===== config.mk =====
export PLATFORM = sky130hd
export DESIGN_NAME = mem_wait_gen
export DESIGN_NICKNAME = d
export VERILOG_FILES = /design/src/rtl/mem_wait_gen.sv
export SDC_FILE = /design/constraint.sdc
export NUM_CORES = 1
export LEC_CHECK = 0
export ABC_AREA = 1
export BUFFER_PORTS_ARGS = -buffer_cell sky130_fd_sc_hd__buf_2
export CAP_MARGIN = 40
export CORE_AREA = 2 2 104 116
export DETAILED_ROUTE_END_ITERATION = 7
export DIE_AREA = 0 0 106 118
export GPL_TIMING_DRIVEN = 0
export PLACE_DENSITY = 0.51
export SLEW_MARGIN = 0
export SYNTH_ARGS = -nofsm -noshare
export SYNTH_HDL_FRONTEND = slang
export SYNTH_SLANG_ARGS = --single-unit

===== constraint.sdc =====
create_clock -name clk -period 4.4 [get_ports clk]
set_input_delay 0.22 -clock clk [delete_from_list [all_inputs] [get_ports clk]]
set_output_delay 0.22 -clock clk [all_outputs]
set_load 0.01 [all_outputs]

===== src/rtl/mem_wait_gen.sv =====
// Per-port memory wait-state generator: stretches triggered accesses by WAIT_CYCLES stall
// cycles followed by a one-cycle grant, and keeps saturating per-port stall counters.
module mem_wait_gen #(
    parameter int unsigned NPORTS      = 2,
    parameter int unsigned AW          = 32,
    parameter int unsigned WAIT_CYCLES = 2,
    parameter logic [31:0] MATCH_MASK  = 32'h0000_000C,
    parameter logic [31:0] MATCH_VALUE = 32'h0000_000C,
    parameter logic [15:0] LFSR_SEED   = 16'hACE1
) (
    input  logic                   clk,
    input  logic                   reset,
    input  logic [NPORTS-1:0]      req,
    input  logic [NPORTS*AW-1:0]   addr,
    input  logic [2*NPORTS-1:0]    mode,
    input  logic                   clr_cnt,
    output logic [NPORTS-1:0]      wait_c,
    output logic [16*NPORTS-1:0]   stall_cnt
);

    localparam int unsigned CW = 4;
    localparam int unsigned SW = 16;
    localparam logic [CW-1:0] LOAD_VAL  = CW'(WAIT_CYCLES - 1);
    localparam logic [AW-1:0] MASK      = AW'(MATCH_MASK);
    localparam logic [AW-1:0] VALUE     = AW'(MATCH_VALUE);
    localparam logic [SW-1:0] SAT_VAL   = '1;
    localparam bit            HAS_STALL = (WAIT_CYCLES > 1);

    typedef enum logic [1:0] {
        ST_IDLE  = 2'd0,
        ST_STALL = 2'd1,
        ST_GRANT = 2'd2
    } state_e;

    state_e        state_q     [NPORTS];
    state_e        state_d     [NPORTS];
    logic [CW-1:0] cnt_q       [NPORTS];
    logic [CW-1:0] cnt_d       [NPORTS];
    logic [SW-1:0] stall_cnt_q [NPORTS];
    logic [SW-1:0] stall_cnt_d [NPORTS];
    logic [15:0]   lfsr_q;
    logic [15:0]   lfsr_d;
    logic [NPORTS-1:0] trig_c;
    logic [NPORTS-1:0] wait_raw_c;

    // Per-port trigger decode from the selected mode
    always_comb begin
        trig_c = '0;
        for (int i = 0; i < NPORTS; i++) begin
            case (mode[2*i +: 2])
                2'b01:   trig_c[i] = req[i] & ((addr[i*AW +: AW] & MASK) == VALUE);
                2'b10:   trig_c[i] = req[i];
                2'b11:   trig_c[i] = req[i] & lfsr_q[i];
                default: trig_c[i] = 1'b0;
            endcase
        end
    end

    // Next-state and Mealy wait; triggers are only looked at in IDLE
    always_comb begin
        for (int i = 0; i < NPORTS; i++) begin
            state_d[i]    = state_q[i];
            cnt_d[i]      = cnt_q[i];
            wait_raw_c[i] = 1'b0;
            case (state_q[i])
                ST_IDLE: begin
                    if (trig_c[i]) begin
                        wait_raw_c[i] = 1'b1;
                        cnt_d[i]      = LOAD_VAL;
                        state_d[i]    = HAS_STALL ? ST_STALL : ST_GRANT;
                    end
                end
                ST_STALL: begin
                    wait_raw_c[i] = 1'b1;
                    cnt_d[i]      = cnt_q[i] - CW'(1);
                    if (cnt_q[i] == CW'(1)) begin
                        state_d[i] = ST_GRANT;
                    end
                end
                ST_GRANT: state_d[i] = ST_IDLE;
                default:  state_d[i] = ST_IDLE;
            endcase
        end
    end

    // Reset is asynchronous, so the combinational wait must be masked as well
    assign wait_c = wait_raw_c & {NPORTS{reset}};

    // Saturating stall counters; clear has priority over increment
    always_comb begin
        for (int i = 0; i < NPORTS; i++) begin
            stall_cnt_d[i] = stall_cnt_q[i];
            if (clr_cnt) begin
                stall_cnt_d[i] = '0;
            end else if (wait_c[i] && (stall_cnt_q[i] != SAT_VAL)) begin
                stall_cnt_d[i] = stall_cnt_q[i] + SW'(1);
            end
        end
    end

    // Fibonacci LFSR, polynomial x^16 + x^14 + x^13 + x^11 + 1, right-shifting
    always_comb begin
        lfsr_d = {lfsr_q[0] ^ lfsr_q[2] ^ lfsr_q[3] ^ lfsr_q[5], lfsr_q[15:1]};
    end

    always_ff @(posedge clk or negedge reset) begin
        if (!reset) begin
            for (int i = 0; i < NPORTS; i++) begin
                state_q[i]     <= ST_IDLE;
                cnt_q[i]       <= '0;
                stall_cnt_q[i] <= '0;
            end
            lfsr_q <= LFSR_SEED;
        end else begin
            for (int i = 0; i < NPORTS; i++) begin
                state_q[i]     <= state_d[i];
                cnt_q[i]       <= cnt_d[i];
                stall_cnt_q[i] <= stall_cnt_d[i];
            end
            lfsr_q <= lfsr_d;
        end
    end

    for (genvar g = 0; g < NPORTS; g++) begin : g_cnt_out
        assign stall_cnt[SW*g +: SW] = stall_cnt_q[g];
    end

endmodule


; Word-level counts from Yosys, hierarchy flattened
; Cells that the tools add are included.
[totals]
reg_bits = 60
latch_bits = 0
ram_bits = 0
rom_bits = 0
word_cells = 69
memories = 0
[op_classes]
n_addsub = 4
n_mul = 0
div = 0
magnitude_cmp = 0
eq_ne = 18
shift = 0
mux = 20
n_bitwise = 8
n_reduce_logical = 12
[ops]
columns = cell, n
row1 = two-way mux 16 bit, 4
row2 = adder 16 x 1 -> 16 bit (second input constant), 2
row3 = != test 16 bit (second input constant), 2
row4 = one-hot mux 4 bit (2 select lines), 2
row5 = == test 2 bit (second input constant), 6
row6 = == test 2 x 1 -> 1 bit (second input constant), 4
row7 = == test 4 x 1 -> 1 bit (second input constant), 2
row8 = two-way mux 2 bit, 4
row9 = two-way mux 4 bit, 2
row10 = != test 2 bit (second input constant), 4
row11 = one-hot mux 2 bit (2 select lines), 2
row12 = AND reduction 2 bit, 4
row13 = nonzero test 2 bit, 4
row14 = subtractor 4 x 1 -> 4 bit (second input constant), 2
row15 = one-hot mux 1 bit (3 select lines), 2
row16 = AND 1 bit, 4
row17 = logical NOT 2 bit, 2
row18 = one-hot mux 1 bit (2 select lines), 2
row19 = XOR 1 bit, 3
row20 = AND 2 bit, 1
row21 = logical AND 1 bit, 2
row22 = two-way mux 1 bit, 2

; Depth between registers and ports, before layout
[depth]
depth_word = 9
mapped_depth = 11
ltp_nobuf = 10

; Worst setup path before layout
; No wires, ideal clock.
[synth_path]
path_kind = flip-flop to flip-flop
startpoint = register stall_cnt_q (netlist bit stall_cnt[0])
endpoint = register stall_cnt_q (netlist bit stall_cnt[4])
setup_ps = 117
arrival_ps = 1449
slack_ps = 2835
path_stages_with_launch = 10
period_less_slack_ps = 1565
path_cell_list = dfrtp_1 > ha_1 > nand2_1 > nor2_4 > nand3_2 > nand3_4 > nand2_4 > buf_6 > nand2_1 > nand2_1
[synth_between]
elab_chain_cells = 3
elab_cells_between_ends = 6
[synth_rtl]
columns = element, line
row1 = from (decl), 39  ; logic [SW-1:0] stall_cnt_q [NPORTS];
row2 = "from (signal, indexed assignment)", 118  ; stall_cnt_q[i] <= stall_cnt_d[i];
row3 = adder 16 x 1 -> 16 bit or != test 16 bit (tied branches), "96, 95"
row4 = two-way mux 16 bit or logical AND 1 bit (tied branches), 95  ; end else if (wait_c[i] && (stall_cnt_q[i] != SAT_VAL)) begin
row5 = two-way mux 16 bit or nonzero test 2 bit (tied branches), --
; Several ways; a longest one is shown, not always the timed one. The select of a mux whose other input is x is not followed.
; A chain may end at the register's enable or synchronous reset.

; Final worst setup path
[layout_path]
startpoint = register stall_cnt_q (netlist bit stall_cnt[0])
endpoint = register stall_cnt_q (netlist bit stall_cnt[5])
; The elaborated chain is that of the path after synthesis.

==> results_dict.tcl <==
set metrics [dict create \
    status "finished, violations left" \
    violations "negative hold slack" \
    grt_max_degree 63 \
    dp_hpwl_um 5630 \
    antenna_found_initial 0 \
    routedWlPerCell_um 12.3 \
    io_pins 107 \
    vias 2888 \
    required_ns 4.61 \
    fin_ws_ns 2.60 \
    r2r_setup_slack_ns 2.60 \
    fillerInstances 1223 \
    die_area_um2 12500 \
    postCtsHoldBufs 0 \
    fin_crit_ns 1.80 \
    endpoint_kind "register" \
    dr.pass1.iters 4 \
    final_nets 563 \
    crit_path_frequent_cell "nand2_1" \
    crit_path_start_kind "register" \
    p_leak_nw 1.90 \
    yosys_warnings 0 \
    critPathKind "register to register" \
    clockBufferDepth 2 \
    cp_max_fo 10 \
    syn_area_um2 3310 \
    syn_inst 428 \
    combPwrFrac_pct 23.4 \
    grt-ovfl-total 0 \
    routed_wl_um 7880 \
    tightestPinTransition_ns 0.802 \
    slew_viol_final 0 \
    io_buffers 45 \
    cp_cell_sequence "ha_1 > nand2_1 > nor2_4 > nand3_2 > nand3_4 > nand2_4 > buf_6 > nand2_1 > nand2_1" \
    hold_viol 12 \
    insertion_delay_ns 0.32 \
    grt_pass1_wl_um 13900 \
    post-place-ws_ns 2.41 \
    path_buf_inv 1 \
    row_count 41 \
    max_freq_mhz 557 \
    hold_ws_ns -0.0210 \
    drtIter0Drc 148 \
    min_period_over_period_pct 40.8 \
    drive_gt1_share_pct 18.0 \
    cpPeakStageDelay_ns 0.48 \
    ant_nets 0 \
    finClkSkew_ns 0.00952 \
    htreeDepth 3 \
    p_int_mw 1.17 \
    die_w_um 106 \
    pwr-share-seq_pct 39.6 \
    worstRegToRegCells 9 \
    initial_utilization_pct 29.2 \
    synth-edff-count 0 \
    cts_tree "done" \
    arrival_ns 2.00 \
    crit_family "simple AND/OR/NAND/NOR gates" \
    grt_usage_pct 13.8 \
    gp_congestion 0.816 \
    clkSlewWorstSetupHoldPaths_ns 0.05 \
    power_density_nw_per_um2 433 \
    fin_setup_tns_ns 0 \
    min_path_type "input port to async pin" \
    r2r-end "stall_cnt[5]$_DFFE_PN0P_" \
    rsz0062_at_grt "false" \
    syn_nets 507 \
    yosysSeqAreaShare_pct 45.7 \
    ys.flop_type "dfrtp_1" \
    die_y_um 118 \
    cts-resized-gates 0 \
    grt_pass1_vias 2788 \
    synthArstFlopShare_pct 100 \
    diodes 0 \
    finalSetupViolations 0 \
    vias_per_cell 4.52 \
    slowest_stage "dfrtp_1" \
    syn_avg_cell_area_um2 7.73 \
    core_um2 11300 \
    switching_power_mw 0.565 \
    vdd_drop_max_uv 230 \
    drc 0 \
    crit-reg2reg-launch "stall_cnt[0]$_DFFE_PN0P_" \
    clkPwrFrac_pct 37.0 \
    post_cts_buffers 0 \
    relSlewSlack_pct 46.5 \
    ys_types 34 \
    drv_cap 0 \
    cts_buffers 9 \
    clkSinkCount 60 \
    synth-seq-cells 60 \
    syn_to_final_growth_pct 20.8 \
    cts_root_buf "clkbuf_16" \
    sw_frac_of_total_pct 32.6 \
]
-- power by group through the flow --
stage | Sequential [mW] | Combinational (mW) | Clock, mW
3_5_place_dp | 0.693 | 0.413 | 0
3_3_place_gp | 0.690 | 0.406 | 0
6_report | 0.685 | 0.405 | 0.641
4_1_cts | 0.685 | 0.414 | 0.662
2_1_floorplan | 0.686 | 0.293 | 0
5_1_grt | 0.696 | 0.474 | 0.688
-- through the flow --
stage	cells	power [mW]	instance area [um2]	hold slack, ns	utilization, %
3_5_place_dp	623	1.11	3720	0.337	32.8
5_1_grt	639	1.86	4000	0.0419	35.2
3_3_place_gp	623	1.10	3720	0.336	32.8
4_1_cts	639	1.76	4000	0.0228	35.2
2_1_floorplan	428	0.978	3310	-0.0756	-
6_report	639	1.73	4000	-0.0210	35.2
-- per-layer routing --
metal | part of all wire, % | up-vias | track usage (%)
li1 | - | 1481 | -
met1 | 49 | 1337 | 19.5
met2 | 45 | 64 | 20.8
met3 | 4.8 | 6 | 3.49
met4 | 1.3 | 0 | 4.03
met5 | 0 | - | 0
-- cells in the mapped netlist, types with 2 or more instances --
cell type / number / area share [%]
o21ai_0: 3 / 0.45
nor2_4: 2 / 0.68
nor3b_1: 3 / 0.68
dfstp_2: 8 / 6.4
xor2_1: 10 / 2.6
dfrtp_1: 52 / 39
nand3_4: 2 / 1.1
nor2_2: 2 / 0.38
nor3_1: 2 / 0.30
nor2_1: 69 / 7.8
o22ai_1: 3 / 0.57
nand3_1: 43 / 6.5
inv_1: 27 / 3.1
buf_6: 3 / 1.0
o21bai_1: 8 / 1.8
xnor2_1: 9 / 2.4
clkbuf_1: 5 / 0.57
ha_1: 6 / 2.3
nand2_4: 2 / 0.68
nand2_1: 140 / 16
nand3_2: 3 / 0.91
a21oi_1: 4 / 0.61
nand4_1: 8 / 1.5
nand2_2: 4 / 0.76
-- sequential cells by signal (all words and copies together), names as in the netlist --
name,count
stall_cnt,32
cnt_q,8
lfsr_q,16
state_q,4
-- cell families (layout without fill, tap and decap cells) --
group / count (synthesis) / count (layout) / share of synthesized area, %
flip-flops: 60 / 60 / 45.7
AND/OR/NAND/NOR: 283 / 283 / 37.8
AO/OA/AOI/OAI: 20 / 20 / 3.86
adder cells (fa/ha/maj): 6 / 6 / 2.27
buffers and inverters: 40 / 101 / 5.37
XOR/XNOR: 19 / 19 / 5.03
-- layout by cell type, fill, tap and decap left out, types with 2 or more instances in the layout --
cell / n
a21oi_1: 4
buf_2: 45
buf_4: 2
buf_6: 3
clkbuf_1: 7
clkbuf_16: 9
clkinv_2: 2
clkinvlp_4: 2
dfrtp_1: 52
dfstp_2: 8
ha_1: 6
inv_1: 27
nand2_1: 140
nand2_2: 4
nand2_4: 2
nand3_1: 43
nand3_2: 3
nand3_4: 2
nand4_1: 8
nor2_1: 69
nor2_2: 2
nor2_4: 2
nor3_1: 2
nor3b_1: 3
o21ai_0: 3
o21bai_1: 8
o22ai_1: 3
xnor2_1: 9
xor2_1: 10
-- layout make-up --
type                            count  area (um2)  share of cell area, %
Timing Repair Buffer               45         228                   5.70
Tap cell                          150         188                   4.70
Clock buffer                       12         246                   6.17
Buffer                             11        68.8                   1.72
Clock inverter                      4        25.0                  0.626
Multi-Input combinational cell    328        1620                   40.5
Inverter                           29         109                   2.72
Sequential cell                    60        1510                   37.8
-- worst max path at each step --
stage | slack (ns) | end | from | cells past startpoint
after floorplan | 2.83 | stall_cnt[4]$_DFFE_PN0P_ | stall_cnt[0]$_DFFE_PN0P_ | 9
after global placement | 1.88 | stall_cnt[21]$_DFFE_PN0P_ | reset | 8
after detailed placement | 2.41 | stall_cnt[21]$_DFFE_PN0P_ | reset | 8
after CTS | 2.57 | wait_c[1] | lfsr_q[1]$_DFF_PN0_ | 6
after global routing | 2.44 | stall_cnt[1]$_DFFE_PN0P_ | stall_cnt[0]$_DFFE_PN0P_ | 9
final | 2.60 | stall_cnt[5]$_DFFE_PN0P_ | stall_cnt[0]$_DFFE_PN0P_ | 9
No activity file was read; power rests on OpenSTA's default activity.
